[config.mk]
export PLATFORM = sky130hd
export DESIGN_NAME = simplerisc_fetch_unit
export DESIGN_NICKNAME = d
export VERILOG_FILES = /design/src/rtl/simplerisc_pkg.sv /design/src/rtl/simplerisc_sync_fifo.sv /design/src/rtl/simplerisc_fetch_unit.sv
export SDC_FILE = /design/constraint.sdc
export NUM_CORES = 1
export LEC_CHECK = 0
export BUFFER_PORTS_ARGS = -buffer_cell sky130_fd_sc_hd__buf_2
export CAP_MARGIN = 30
export CORE_MARGIN = 2
export CORE_UTILIZATION = 45
export CTS_CLUSTER_DIAMETER = 200
export CTS_CLUSTER_SIZE = 10
export DETAILED_ROUTE_END_ITERATION = 10
export PLACE_DENSITY_LB_ADDON = 0.08
export SETUP_SLACK_MARGIN = 0.15
export SLEW_MARGIN = 20
export SYNTH_ARGS = -nofsm -noshare
export SYNTH_HDL_FRONTEND = slang
export SYNTH_SLANG_ARGS = --single-unit
[constraint.sdc]
create_clock -name clk1 -period 3.6 [get_ports clk1]
set_input_delay 0.72 -clock clk1 [delete_from_list [all_inputs] [get_ports clk1]]
set_output_delay 0.72 -clock clk1 [all_outputs]
set_load 0.05 [all_outputs]
[src/rtl/simplerisc_pkg.sv]
// Shared SimpleRisc definitions: datapath widths, 5-bit opcodes and the fetch queue entry.
package simplerisc_pkg;

    localparam int ADDR_W  = 32;
    localparam int INSTR_W = 32;

    localparam logic [4:0] OP_ADD  = 5'd0;
    localparam logic [4:0] OP_SUB  = 5'd1;
    localparam logic [4:0] OP_MUL  = 5'd2;
    localparam logic [4:0] OP_DIV  = 5'd3;
    localparam logic [4:0] OP_MOD  = 5'd4;
    localparam logic [4:0] OP_CMP  = 5'd5;
    localparam logic [4:0] OP_AND  = 5'd6;
    localparam logic [4:0] OP_OR   = 5'd7;
    localparam logic [4:0] OP_NOT  = 5'd8;
    localparam logic [4:0] OP_MOV  = 5'd9;
    localparam logic [4:0] OP_LSL  = 5'd10;
    localparam logic [4:0] OP_LSR  = 5'd11;
    localparam logic [4:0] OP_ASR  = 5'd12;
    localparam logic [4:0] OP_NOP  = 5'd13;
    localparam logic [4:0] OP_LD   = 5'd14;
    localparam logic [4:0] OP_ST   = 5'd15;
    localparam logic [4:0] OP_BEQ  = 5'd16;
    localparam logic [4:0] OP_BGT  = 5'd17;
    localparam logic [4:0] OP_B    = 5'd18;
    localparam logic [4:0] OP_CALL = 5'd19;
    localparam logic [4:0] OP_RET  = 5'd20;

    typedef struct packed {
        logic [ADDR_W-1:0]  pc;
        logic [INSTR_W-1:0] instr;
    } fetch_entry_t;

endpackage

[src/rtl/simplerisc_sync_fifo.sv]
// Synchronous FIFO with a one-cycle flush; storage is not reset, only the pointers and count.
module simplerisc_sync_fifo
    import simplerisc_pkg::*;
#(
    parameter int DEPTH  = 4,
    parameter int DATA_W = 64
) (
    input  logic                       clk1,
    input  logic                       rst_n,
    input  logic                       i_flush,
    input  logic                       i_push,
    input  logic [DATA_W-1:0]          i_din,
    input  logic                       i_pop,
    output logic [DATA_W-1:0]          o_dout,
    output logic                       o_empty,
    output logic                       o_full,
    output logic [$clog2(DEPTH+1)-1:0] o_count
);

    localparam int AW = $clog2(DEPTH);
    localparam int CW = $clog2(DEPTH+1);

    logic [DATA_W-1:0] r_mem [DEPTH];
    logic [AW-1:0]     r_wr;
    logic [AW-1:0]     r_rd;
    logic [CW-1:0]     r_count;

    always_ff @(posedge clk1 or negedge rst_n) begin
        if (!rst_n) begin
            r_wr    <= '0;
            r_rd    <= '0;
            r_count <= '0;
        end else if (i_flush) begin
            r_wr    <= '0;
            r_rd    <= '0;
            r_count <= '0;
        end else begin
            if (i_push) r_wr <= r_wr + AW'(1);
            if (i_pop)  r_rd <= r_rd + AW'(1);
            r_count <= r_count + CW'(i_push) - CW'(i_pop);
        end
    end

    always_ff @(posedge clk1) begin
        if (i_push && !i_flush) r_mem[r_wr] <= i_din;
    end

    assign o_dout  = r_mem[r_rd];
    assign o_empty = (r_count == '0);
    assign o_full  = (r_count == CW'(DEPTH));
    assign o_count = r_count;

endmodule

[src/rtl/simplerisc_fetch_unit.sv]
// SimpleRisc fetch front end: PC, fetch credits, redirect drop logic and the prefetch queue.
// Optional zero-latency response bypass is enabled by defining SIMPLERISC_FETCH_BYPASS_EN.
module simplerisc_fetch_unit
    import simplerisc_pkg::*;
#(
    parameter logic [31:0] RESET_PC = 32'd0,
    parameter int          DEPTH    = 4
) (
    input  logic        clk1,
    input  logic        rst_n,
    input  logic        redirect_valid,
    input  logic [31:0] redirect_pc,
    output logic        imem_req_valid,
    input  logic        imem_req_ready,
    output logic [31:0] imem_req_addr,
    input  logic        imem_rsp_valid,
    input  logic [31:0] imem_rsp_data,
    output logic        if_valid,
    input  logic        if_ready,
    output logic [31:0] if_pc,
    output logic [31:0] if_instr
);

    localparam int          CW  = $clog2(DEPTH+1);
    localparam logic [CW:0] LIM = (CW+1)'(DEPTH);

    logic [31:0]   r_fetch_pc;
    logic [31:0]   r_resp_pc;
    logic [CW-1:0] r_outstanding;
    logic [CW-1:0] r_drop_cnt;

    logic [CW-1:0] w_count;
    logic [CW:0]   w_inflight;
    logic          w_empty;
    logic          w_full;
    logic          w_req_fire;
    logic          w_rsp_accept;
    logic          w_push;
    logic          w_pop;
    fetch_entry_t  w_head;
    fetch_entry_t  w_new;

    // Credits cover both queued and in-flight words so the queue can never overflow.
    assign w_inflight     = {1'b0, r_outstanding} + {1'b0, w_count};
    assign imem_req_valid = rst_n && !redirect_valid && (w_inflight < LIM);
    assign imem_req_addr  = r_fetch_pc;
    assign w_req_fire     = imem_req_valid && imem_req_ready;
    assign w_rsp_accept   = imem_rsp_valid && (r_drop_cnt == '0) && !redirect_valid;
    assign w_pop          = !w_empty && if_ready;
    assign w_new          = '{pc: r_resp_pc, instr: imem_rsp_data};

`ifdef SIMPLERISC_FETCH_BYPASS_EN
    logic w_bypass;
    assign w_bypass = w_empty && w_rsp_accept;
    assign w_push   = w_rsp_accept && !(w_bypass && if_ready);
    assign if_valid = !w_empty || w_bypass;
    assign if_pc    = !w_empty ? w_head.pc    : (w_bypass ? r_resp_pc     : '0);
    assign if_instr = !w_empty ? w_head.instr : (w_bypass ? imem_rsp_data : '0);
`else
    assign w_push   = w_rsp_accept;
    assign if_valid = !w_empty;
    assign if_pc    = w_empty ? '0 : w_head.pc;
    assign if_instr = w_empty ? '0 : w_head.instr;
`endif

    always_ff @(posedge clk1 or negedge rst_n) begin
        if (!rst_n) begin
            r_fetch_pc    <= RESET_PC;
            r_resp_pc     <= RESET_PC;
            r_outstanding <= '0;
            r_drop_cnt    <= '0;
        end else if (redirect_valid) begin
            // Everything still in flight after this edge belongs to the old path.
            r_fetch_pc    <= redirect_pc;
            r_resp_pc     <= redirect_pc;
            r_outstanding <= r_outstanding - CW'(imem_rsp_valid);
            r_drop_cnt    <= r_outstanding - CW'(imem_rsp_valid);
        end else begin
            if (w_req_fire)   r_fetch_pc <= r_fetch_pc + 32'd1;
            if (w_rsp_accept) r_resp_pc  <= r_resp_pc + 32'd1;
            r_outstanding <= r_outstanding + CW'(w_req_fire) - CW'(imem_rsp_valid);
            if (imem_rsp_valid && (r_drop_cnt != '0)) r_drop_cnt <= r_drop_cnt - CW'(1);
        end
    end

    simplerisc_sync_fifo #(
        .DEPTH  (DEPTH),
        .DATA_W ($bits(fetch_entry_t))
    ) u_queue (
        .clk1    (clk1),
        .rst_n   (rst_n),
        .i_flush (redirect_valid),
        .i_push  (w_push),
        .i_din   (w_new),
        .i_pop   (w_pop),
        .o_dout  (w_head),
        .o_empty (w_empty),
        .o_full  (w_full),
        .o_count (w_count)
    );

    a_no_overflow: assert property (@(posedge clk1) disable iff (!rst_n) !(w_push && w_full));

endmodule

==> results of run 1 <==
## sequential cells by signal (all words and copies together), names as in the netlist
register / cells
imem_req_addr: 32
u_queue.r_mem: 256
r_outstanding: 3
u_queue.r_wr: 2
r_drop_cnt: 3
u_queue.o_count: 3
u_queue.r_rd: 2
r_resp_pc: 32
## worst max-delay path, delay by kind of cell, from the launching register on
family        cells  cell delay [ps]
flops             1              660
buf+inv           2              520
simple gates      1              200
mux               1              540
## logic make-up (layout without fill, tap and decap cells)
group	count (synthesis)	after routing	share of synthesized area
buffers and inverters	66	259	0.0192
adders and majority gates	18	18	0.0169
and+or+nand+nor	286	286	0.112
muxes	69	69	0.105
xor gates and xnor gates	44	44	0.0272
AOI/OAI and AO/OA	96	96	0.0410
DFF	333	333	0.678
## through the flow
| step | std cells | util | area, sq um | hold WS (ps) |
|---|---|---|---|---|
| after global placement | 1448 | 0.504 | 15500 | 510 |
| after floorplan | 912 | - | 14200 | 424 |
| final | 1501 | 0.539 | 16600 | 252 |
| after CTS | 1501 | 0.539 | 16600 | 257 |
| after global routing | 1501 | 0.539 | 16600 | 270 |
| after detailed placement | 1448 | 0.504 | 15500 | 526 |
## report_power, final
part	total [uW]	leakage (uW)	internal (uW)	switching (uW)
clock network	3430	0.000523	2040	1390
logic	4020	0.00223	1250	2770
registers	4710	0.00325	4420	287
total	12200	0.00600	7710	4440
## final cells by class
cell class	count	area share
Clock buffer	52	0.0642
Sequential cell	333	0.579
Clock inverter	1	0.000527
Tap cell	396	0.0298
Inverter	20	0.00452
Multi-Input combinational cell	513	0.258
Timing Repair Buffer	186	0.0636
## final timing paths
| check | to | cells after the start |
|---|---|---|
| worst min register to register | imem_req_addr[7] | 1 |
| worst min-delay path | imem_req_addr[25] | 2 |
| min in group clk1 | u_queue.r_mem[3][29] | 1 |
| worst max register to register | r_outstanding[2] | 11 |
| max in group asynchronous | u_queue.r_rd[0] | 3 |
| worst max-delay path | if_pc[14] | 4 |
## synthesized netlist by cell type, types with 3 or more instances
master    count
xor2_1       29
and4_1        6
nand3b_1      3
edfxtp_1    256
nor3_2        3
nor2_1       27
dfrtp_1      77
o21ai_0      34
a21oi_1       9
buf_2        17
o21ai_1      18
xnor2_1      15
nand2b_1      4
buf_1         4
o211ai_1     12
and3_1        8
or3_1         9
clkbuf_1     24
nor3_1       11
a31oi_1       5
mux4_2       64
ha_1         16
a41oi_1       5
nand2_1      60
and2_1       76
nand3_1      36
inv_1        19
nand4_1      27
o311ai_1      7
mux2_2        3
## routing by layer
layer	vias to the layer above	routed length, um
met4	0	534
met3	48	1510
met2	234	14000
met1	4160	14400
li1	3851	-
met5	-	0
==> metrics.yaml, run 1 <==
antenna_cells: 0
busiest_layer: "met2"
synth_ff_type: "edfxtp_1"
maxSlewHeadroom: 0.463
cp-startpoint: "u_queue.r_rd[0]"
fin_skew_ps: 17.3
layout_common_cells: "256 x edfxtp_1, 166 x buf_2, 75 x dfrtp_1"
met3_usage: 0.0289
cts_resized: 0
hold_viol_final: 0
area_growth_pct: 17.2
ys_seq_area_frac: 0.678
r2r_slack_ps: 1020
numCtsBuffers: 39
drt_iter0_markers: 471
dr.pass1.iters: 4
crit_path_end_kind: "output pin"
worst_pin_slew_ps: 806
leakage_uw: 0.00600
synth_top_area_cell: "edfxtp_1"
setup_slack_ps: 444
synth_area_per_cell_sq_um: 15.5
grt_pass1_wl_mm: 48.8
cp.arrival_ps: 2440
fin_crit_ps: 3160
synth.area.top_cells: "edfxtp_1 54%, dfrtp_1 14%, mux4_2 10%, and2_1 3.4%, xor2_1 1.8%"
async_flop_share: 0.231
final_common_cell: "edfxtp_1"
vias_per_cell: 5.52
reg2reg_from: "u_queue.o_count[1]"
cpMaxStageDelayCell: "dfrtp_4"
period_share: 0.877
grt_pass1_vias: 8689
ios: 168
core-area_sq_um: 30800
die_x_um: 181
netlist.area_leader.share: 0.542
worst_path_largest_cell_delay_ps: 660
hpwl_mm: 18.6
max_freq_mhz: 317
htree_levels: 2
drcViolationCount: 0
grt.total_usage: 0.189
crit_required_ps: 2880
port_buffers: 167
synth_nets: 1000
cap_violations: 0
final.fill_count: 2515
slew_violations: 0
post-place-ws_ps: 787
vias: 8293
synth_cells: 912
seqCellArea_sq_um: 9620
critPathLaunchType: "flip-flop"
cts_tree: "built"
grt-ovfl-total: 0
p_per_area_nw_per_um2: 732
clock_sinks: 333
cts_root_buf: "clkbuf_16"
cts_setup_buffers: 0
ys_ff_latch: 333
rows: 64
crit_fanout: 28
start_util: 0.460
setup_violations: 0
fin_nets: 1181
met1_usage: 0.278
drive_above_1_share: 0.283
tns_ps: 0
dieArea_sq_um: 32900
yosys_warnings: 0
place_congestion: 0.810
clk_latency_ps: 510
total_power_uw: 12200
cts_hold_buf: 0
rsz0062_at_grt: "false"
path_cells: "buf_12, mux4_2, and2_1, buf_2"
synth_edf_count: 256
grt_max_degree: 80
drt-total-wl_mm: 30.4
clock_tree.buffer_depth: 3
outcome: "finished clean"
ir_drop_v: 0.000369
multi_input_comb_area_sq_um: 4290
hold_path_class: "primary input to async pin"
postRouteAntennaNets: 0
crit_type: "flip-flop to output pin"
antenna_found_initial: 0
clkSlewWorstSetupHoldPaths_ps: 50
gr-usage-met2: 0.299
ys_types: 51
syn_area_sq_um: 14200
wl_per_cell_um: 20.3
die_h_um: 181
No activity file was read; power rests on OpenSTA's default activity.
==> run 2, diff against run 1 <==
--- a/config.mk
+++ b/config.mk
@@ -5,6 +5,7 @@
 export SDC_FILE = /design/constraint.sdc
 export NUM_CORES = 1
 export LEC_CHECK = 0
+export ABC_AREA = 1
 export BUFFER_PORTS_ARGS = -buffer_cell sky130_fd_sc_hd__buf_2
 export CAP_MARGIN = 30
 export CORE_MARGIN = 2
==> metrics.yaml, run 2 <==
slew_violations: 0  # unchanged
drcViolationCount: 0  # unchanged
dieArea_sq_um: 35600  # +8.2%
netlist.area_leader.share: 0.501  # -0.0418
reg2reg_from: "r_drop_cnt[0]"
clock_tree.buffer_depth: 3  # unchanged
fin_crit_ps: 3190  # +32.0 ps
outcome: "finished clean"
crit_fanout: 26  # -7.1%
async_flop_share: 0.231  # unchanged
critPathLaunchType: "flip-flop"
ios: 168  # unchanged
synth_area_per_cell_sq_um: 9.61  # -38%
core-area_sq_um: 33500  # +8.8%
p_per_area_nw_per_um2: 742  # +1.4%
grt_pass1_wl_mm: 62.1  # +27%
cp-startpoint: "u_queue.r_rd[1]"
hpwl_mm: 24.7  # +32%
ys_ff_latch: 333  # unchanged
synth_edf_count: 256  # unchanged
synth_nets: 1686  # +69%
setup_slack_ps: 412  # -32.0 ps
port_buffers: 167  # unchanged
leakage_uw: 0.00710  # +18%
htree_levels: 2  # unchanged
largest_reg_flops: 256  # unchanged
ys_top_cells_by_count: "360 x nor2_1, 267 x nand2_1, 256 x edfxtp_1"
crit_path_end_kind: "output pin"
yosys_warnings: 0  # unchanged
period_share: 0.886  # +0.00888
syn_area_sq_um: 15400  # +8.4%
drt_iter0_markers: 787  # +67%
rsz0062_at_grt: "false"
cts_setup_buffers: 0  # unchanged
cp.arrival_ps: 2470  # +30 ps
synth_cells: 1598  # +75%
place_congestion: 0.911  # +13%
start_util: 0.458  # -0.00172
dr.pass1.iters: 6  # +2
clkSlewWorstSetupHoldPaths_ps: 60  # about the same
max_freq_mhz: 314  # -1.0%
clock_sinks: 333  # unchanged
fin_nets: 1848  # +56%
drive_above_1_share: 0.153  # -0.130
antenna_found_initial: 0  # unchanged
grt_pass1_vias: 11158  # +28%
ys_seq_area_frac: 0.626  # -0.0523
cts_root_buf: "clkbuf_16"
cts_resized: 0  # unchanged
die_x_um: 189  # +4.0%
hold_path_class: "primary input to async pin"
worst_pin_slew_ps: 872  # +65.7 ps
synth.area.top_cells: "edfxtp_1 50%, dfrtp_1 13%, nor2_1 8.8%, nand2_1 6.5%, o21ai_0 4.7%"
hold_viol_final: 0  # unchanged
postRouteAntennaNets: 0  # unchanged
layout_common_cells: "356 x nor2_1, 267 x nand2_1, 256 x edfxtp_1"
fin_skew_ps: 14.5  # -2.82 ps
synth_ff_type: "edfxtp_1"
final_common_cell: "nor2_1"
synth.most_common_cell: "nor2_1"
cts_tree: "built"
numCtsBuffers: 39  # unchanged
crit_type: "flip-flop to output pin"
area_growth_pct: 16.0
largest-register: "u_queue.r_mem"
clk_latency_ps: 520  # about the same
cap_violations: 0  # unchanged
vias: 11620  # +40%
place_area_sq_um: 16800  # +7.8%
post-place-ws_ps: 608  # -179 ps
worst_hold_slack_ps: 76.1  # -176 ps
grt.total_usage: 0.222  # +0.0325
antenna_cells: 0  # unchanged
setup_violations: 0  # unchanged
maxSlewHeadroom: 0.419  # -0.0438
vias_per_cell: 5.24  # -5.2%
fin_area_sq_um: 17800  # +7.3%
synth_top_area_cell: "edfxtp_1"
ir_drop_v: 0.000508  # +38%
grt_max_degree: 80  # unchanged
die_h_um: 189  # +4.0%
drt-total-wl_mm: 39.1  # +28%
wl_per_cell_um: 17.6  # -13%
rows: 67  # +4.7%
cts_hold_buf: 0  # unchanged
ys_types: 38  # -25%
utilization: 0.531  # -0.00743
tns_ps: 0  # unchanged
grt-ovfl-total: 0  # unchanged
crit_required_ps: 2880  # about the same
-- run 2: final timing paths --
check | to | slack, ps | cells after the start
worst max-delay path | if_pc[12] | 410 | 6
worst min-delay path | r_drop_cnt[0] | 80 | 1
worst max register to register | u_queue.o_count[2] | 800 | 12
worst min register to register | imem_req_addr[11] | 580 | 2
max in group asynchronous | u_queue.r_rd[0] | 2390 | 2
min in group clk1 | u_queue.r_mem[0][22] | 420 | 1
-- run 2: logic make-up (layout without fill, tap and decap cells) --
logic type               count (synthesis)  count (layout)  share of synthesized area
flip-flops                             333             333                      0.626
adder cells (fa/ha/maj)                 18              18                     0.0156
buffers and inverters                  179             352                     0.0472
AO/OA/AOI/OAI                          280             280                     0.0956
AND/OR/NAND/NOR                        780             780                      0.211
XOR/XNOR                                 8               8                    0.00456
-- run 2: critical path, cell delays in order (launching register included) --
cell	delay, ps
dfrtp_2	400
inv_2	400
buf_4	450
nor2_1	90
o21ai_0	200
a21oi_1	150
buf_2	250
-- run 2: final cells by class --
class	instances	area, sq um
Timing Repair Buffer	190	1110
Clock buffer	49	1030
Multi-Input combinational cell	1086	5050
Clock inverter	3	33.8
Tap cell	448	561
Fill cell	3064	15700
Inverter	110	413
Sequential cell	333	9620
-- run 2: routing by layer --
| layer | track usage | vias up | wire [um] |
|---|---|---|---|
| met1 | 0.313 | 5503 | 18000 |
| met2 | 0.358 | 346 | 18100 |
| li1 | - | 5710 | - |
| met5 | 0 | - | 0 |
| met3 | 0.0317 | 61 | 1980 |
| met4 | 0.0670 | 0 | 1020 |
-- run 2: report_power, final --
part           total, uW  switching [uW]  leakage [uW]  internal [uW]
clock               3440            1440      0.000520           2000
sequential          4900             391       0.00323           4510
combinational       4890            3780       0.00335           1110
total              13200            5610       0.00710           7620
-- run 2: stage by stage --
stage               power (uW)  instances
floorplan                 8500       1598
global placement          9850       2167
detailed placement        9880       2167
CTS                      13300       2219
global route             13900       2219
finish                   13200       2219
==> run 3, diff against run 2 <==
--- a/config.mk
+++ b/config.mk
@@ -18,4 +18,5 @@
 export SLEW_MARGIN = 20
 export SYNTH_ARGS = -nofsm -noshare
 export SYNTH_HDL_FRONTEND = slang
+export SYNTH_HIERARCHICAL = 1
 export SYNTH_SLANG_ARGS = --single-unit
==> metrics.yaml, run 3 <==
outcome: "finished clean"
period_share: 0.866  # -0.0192
critPathTopFamily: "buffers and inverters"
port_buffers: 167  # unchanged
p_per_area_nw_per_um2: 718  # -3.3%
dieArea_sq_um: 37500  # +5.2%
clock_sinks: 333  # unchanged
reg2reg_from: "u_queue/o_count[1]"
worst_path_largest_cell_delay_ps: 450  # about the same
synth_cells: 1698  # +6.3%
cp_num_buf_inv: 4  # +1
htree_levels: 2  # unchanged
wl_per_cell_um: 16.1  # -8.7%
switching_share: 0.426  # +0.00175
final_common_cell: "nand2_1"
rows: 69  # +3.0%
clock_tree.buffer_depth: 3  # unchanged
fin_nets: 1954  # +5.7%
largest-register: "u_queue/r_mem"
cts_tree: "built"
hpwl_mm: 24.9  # +0.72%
vias_per_cell: 4.96  # -5.3%
syn_area_sq_um: 16200  # +5.3%
fin_skew_ps: 14.5  # +0.00980 ps
fin_crit_ps: 3120  # -69.3 ps
die_h_um: 194  # +2.6%
fin_cells: 2339  # +5.4%
synth_area_per_cell_sq_um: 9.53  # -0.87%
grt-ovfl-total: 0  # unchanged
slew_violations: 0  # unchanged
setup_violations: 0  # unchanged
grt_max_degree: 81  # +1.3%
tns_ps: 0  # unchanged
p_comb_frac: 0.382  # +0.012
seq_power_share: 0.360  # -0.010
cpMaxStageDelayCell: "dfrtp_1"
critPathLaunchType: "flip-flop"
grt_pass1_vias: 11280  # +1.1%
cts_resized: 0  # unchanged
postRouteAntennaNets: 0  # unchanged
die_x_um: 194  # +2.6%
cts_hold_buf: 0  # unchanged
path_cells: "inv_6, buf_4, o211ai_1, nand2_1, inv_1, nor2_1, buf_2"
drt_iter0_markers: 618  # -21%
vias: 11596  # -0.21%
dr.pass1.iters: 5  # -1
drt-total-wl_mm: 37.6  # -3.8%
hold_path_class: "primary input to async pin"
grt.total_usage: 0.203  # -0.0191
ir_drop_v: 0.000872  # +72%
numCtsBuffers: 39  # unchanged
final.fill_count: 3292  # +7.4%
cts_setup_buffers: 0  # unchanged
antenna_found_initial: 0  # unchanged
drcViolationCount: 0  # unchanged
crit_type: "flip-flop to output pin"
crit_fanout: 42  # +62%
clkSlewWorstSetupHoldPaths_ps: 60  # about the same
p_sw_uw: 5660  # +0.96%
multi_input_comb_area_sq_um: 4930  # -2.3%
maxSlewHeadroom: 0.419  # about the same
internal_power_uw: 7630  # +0.24%
place_congestion: 0.848  # -6.9%
max_freq_mhz: 321  # +2.2%
cp-startpoint: "u_queue/r_rd[0]"
core-area_sq_um: 35500  # +5.8%
cp.arrival_ps: 2400  # -70 ps
grt_pass1_wl_mm: 60.7  # -2.3%
cts_root_buf: "clkbuf_16"
leakage_uw: 0.00838  # +18%
clk_latency_ps: 520  # about the same
antenna_cells: 0  # unchanged
worst_pin_slew_ps: 871  # -1.00 ps
clockPowerShare: 0.258  # -0.002
layout_common_cells: "460 x nand2_1, 312 x inv_1, 256 x edfxtp_1"
largest_reg_flops: 256  # unchanged
dp.cells: 2286  # +5.5%
area_growth_pct: 14.5
cap_violations: 0  # unchanged
seqCellArea_sq_um: 9620  # about the same
start_util: 0.456  # -0.00208
crit_required_ps: 2880  # about the same
hold_viol_final: 0  # unchanged
ios: 168  # unchanged
synth_nets: 1786  # +5.9%
crit_path_end_kind: "output pin"
drive_above_1_share: 0.148  # -0.00499
rsz0062_at_grt: "false"
yosys_warnings: 6  # +6
==> run 3: final cells by class <==
| type | instances | share of cell area |
|---|---|---|
| clock buffers | 50 | 0.0561 |
| well taps | 461 | 0.0311 |
| repair buffers | 193 | 0.0612 |
| clock inverters | 3 | 0.00182 |
| multi-input cells | 983 | 0.266 |
| inverters | 316 | 0.0643 |
| flip-flops and latches | 333 | 0.519 |
==> run 3: final timing paths <==
check | endpoint | slack, ps | cells after the start
worst max-delay path | if_instr[3] | 480 | 7
worst min register to register | r_drop_cnt[2] | 520 | 2
max in group asynchronous | u_queue/r_rd[1] | 2240 | 3
worst min-delay path | imem_req_addr[27] | 320 | 2
min in group clk1 | u_queue/r_mem[1][30] | 420 | 1
worst max register to register | r_outstanding[2] | 1050 | 12
==> run 3: through the flow <==
step                instance area [sq um]  setup WS, ps  total power (uW)  hold WS [ps]  utilization
finish                              18500           481             13300           318        0.522
global route                        18500           299             14100           338        0.522
CTS                                 18500           446             13500           327        0.522
detailed placement                  17500           865              9990           507        0.492
global placement                    17500           884              9950           503        0.492
floorplan                           16200          4.96              8800           424            -
==> run 3: layer usage <==
metal  vias up  part of all wire  global-route usage
li1       5861                 -                   -
met1      5442              0.46               0.271
met2       248              0.48               0.349
met3        45             0.045              0.0303
met4         0             0.017              0.0464
met5         -                 0                   0
==> run 3: power groups by stage <==
stage | combinational [uW] | sequential [uW] | clock (uW)
floorplan | 3830 | 4970 | 0
global placement | 5100 | 4850 | 0
detailed placement | 5130 | 4850 | 0
CTS | 5150 | 4780 | 3560
global route | 5540 | 4830 | 3690
finish | 5080 | 4780 | 3440
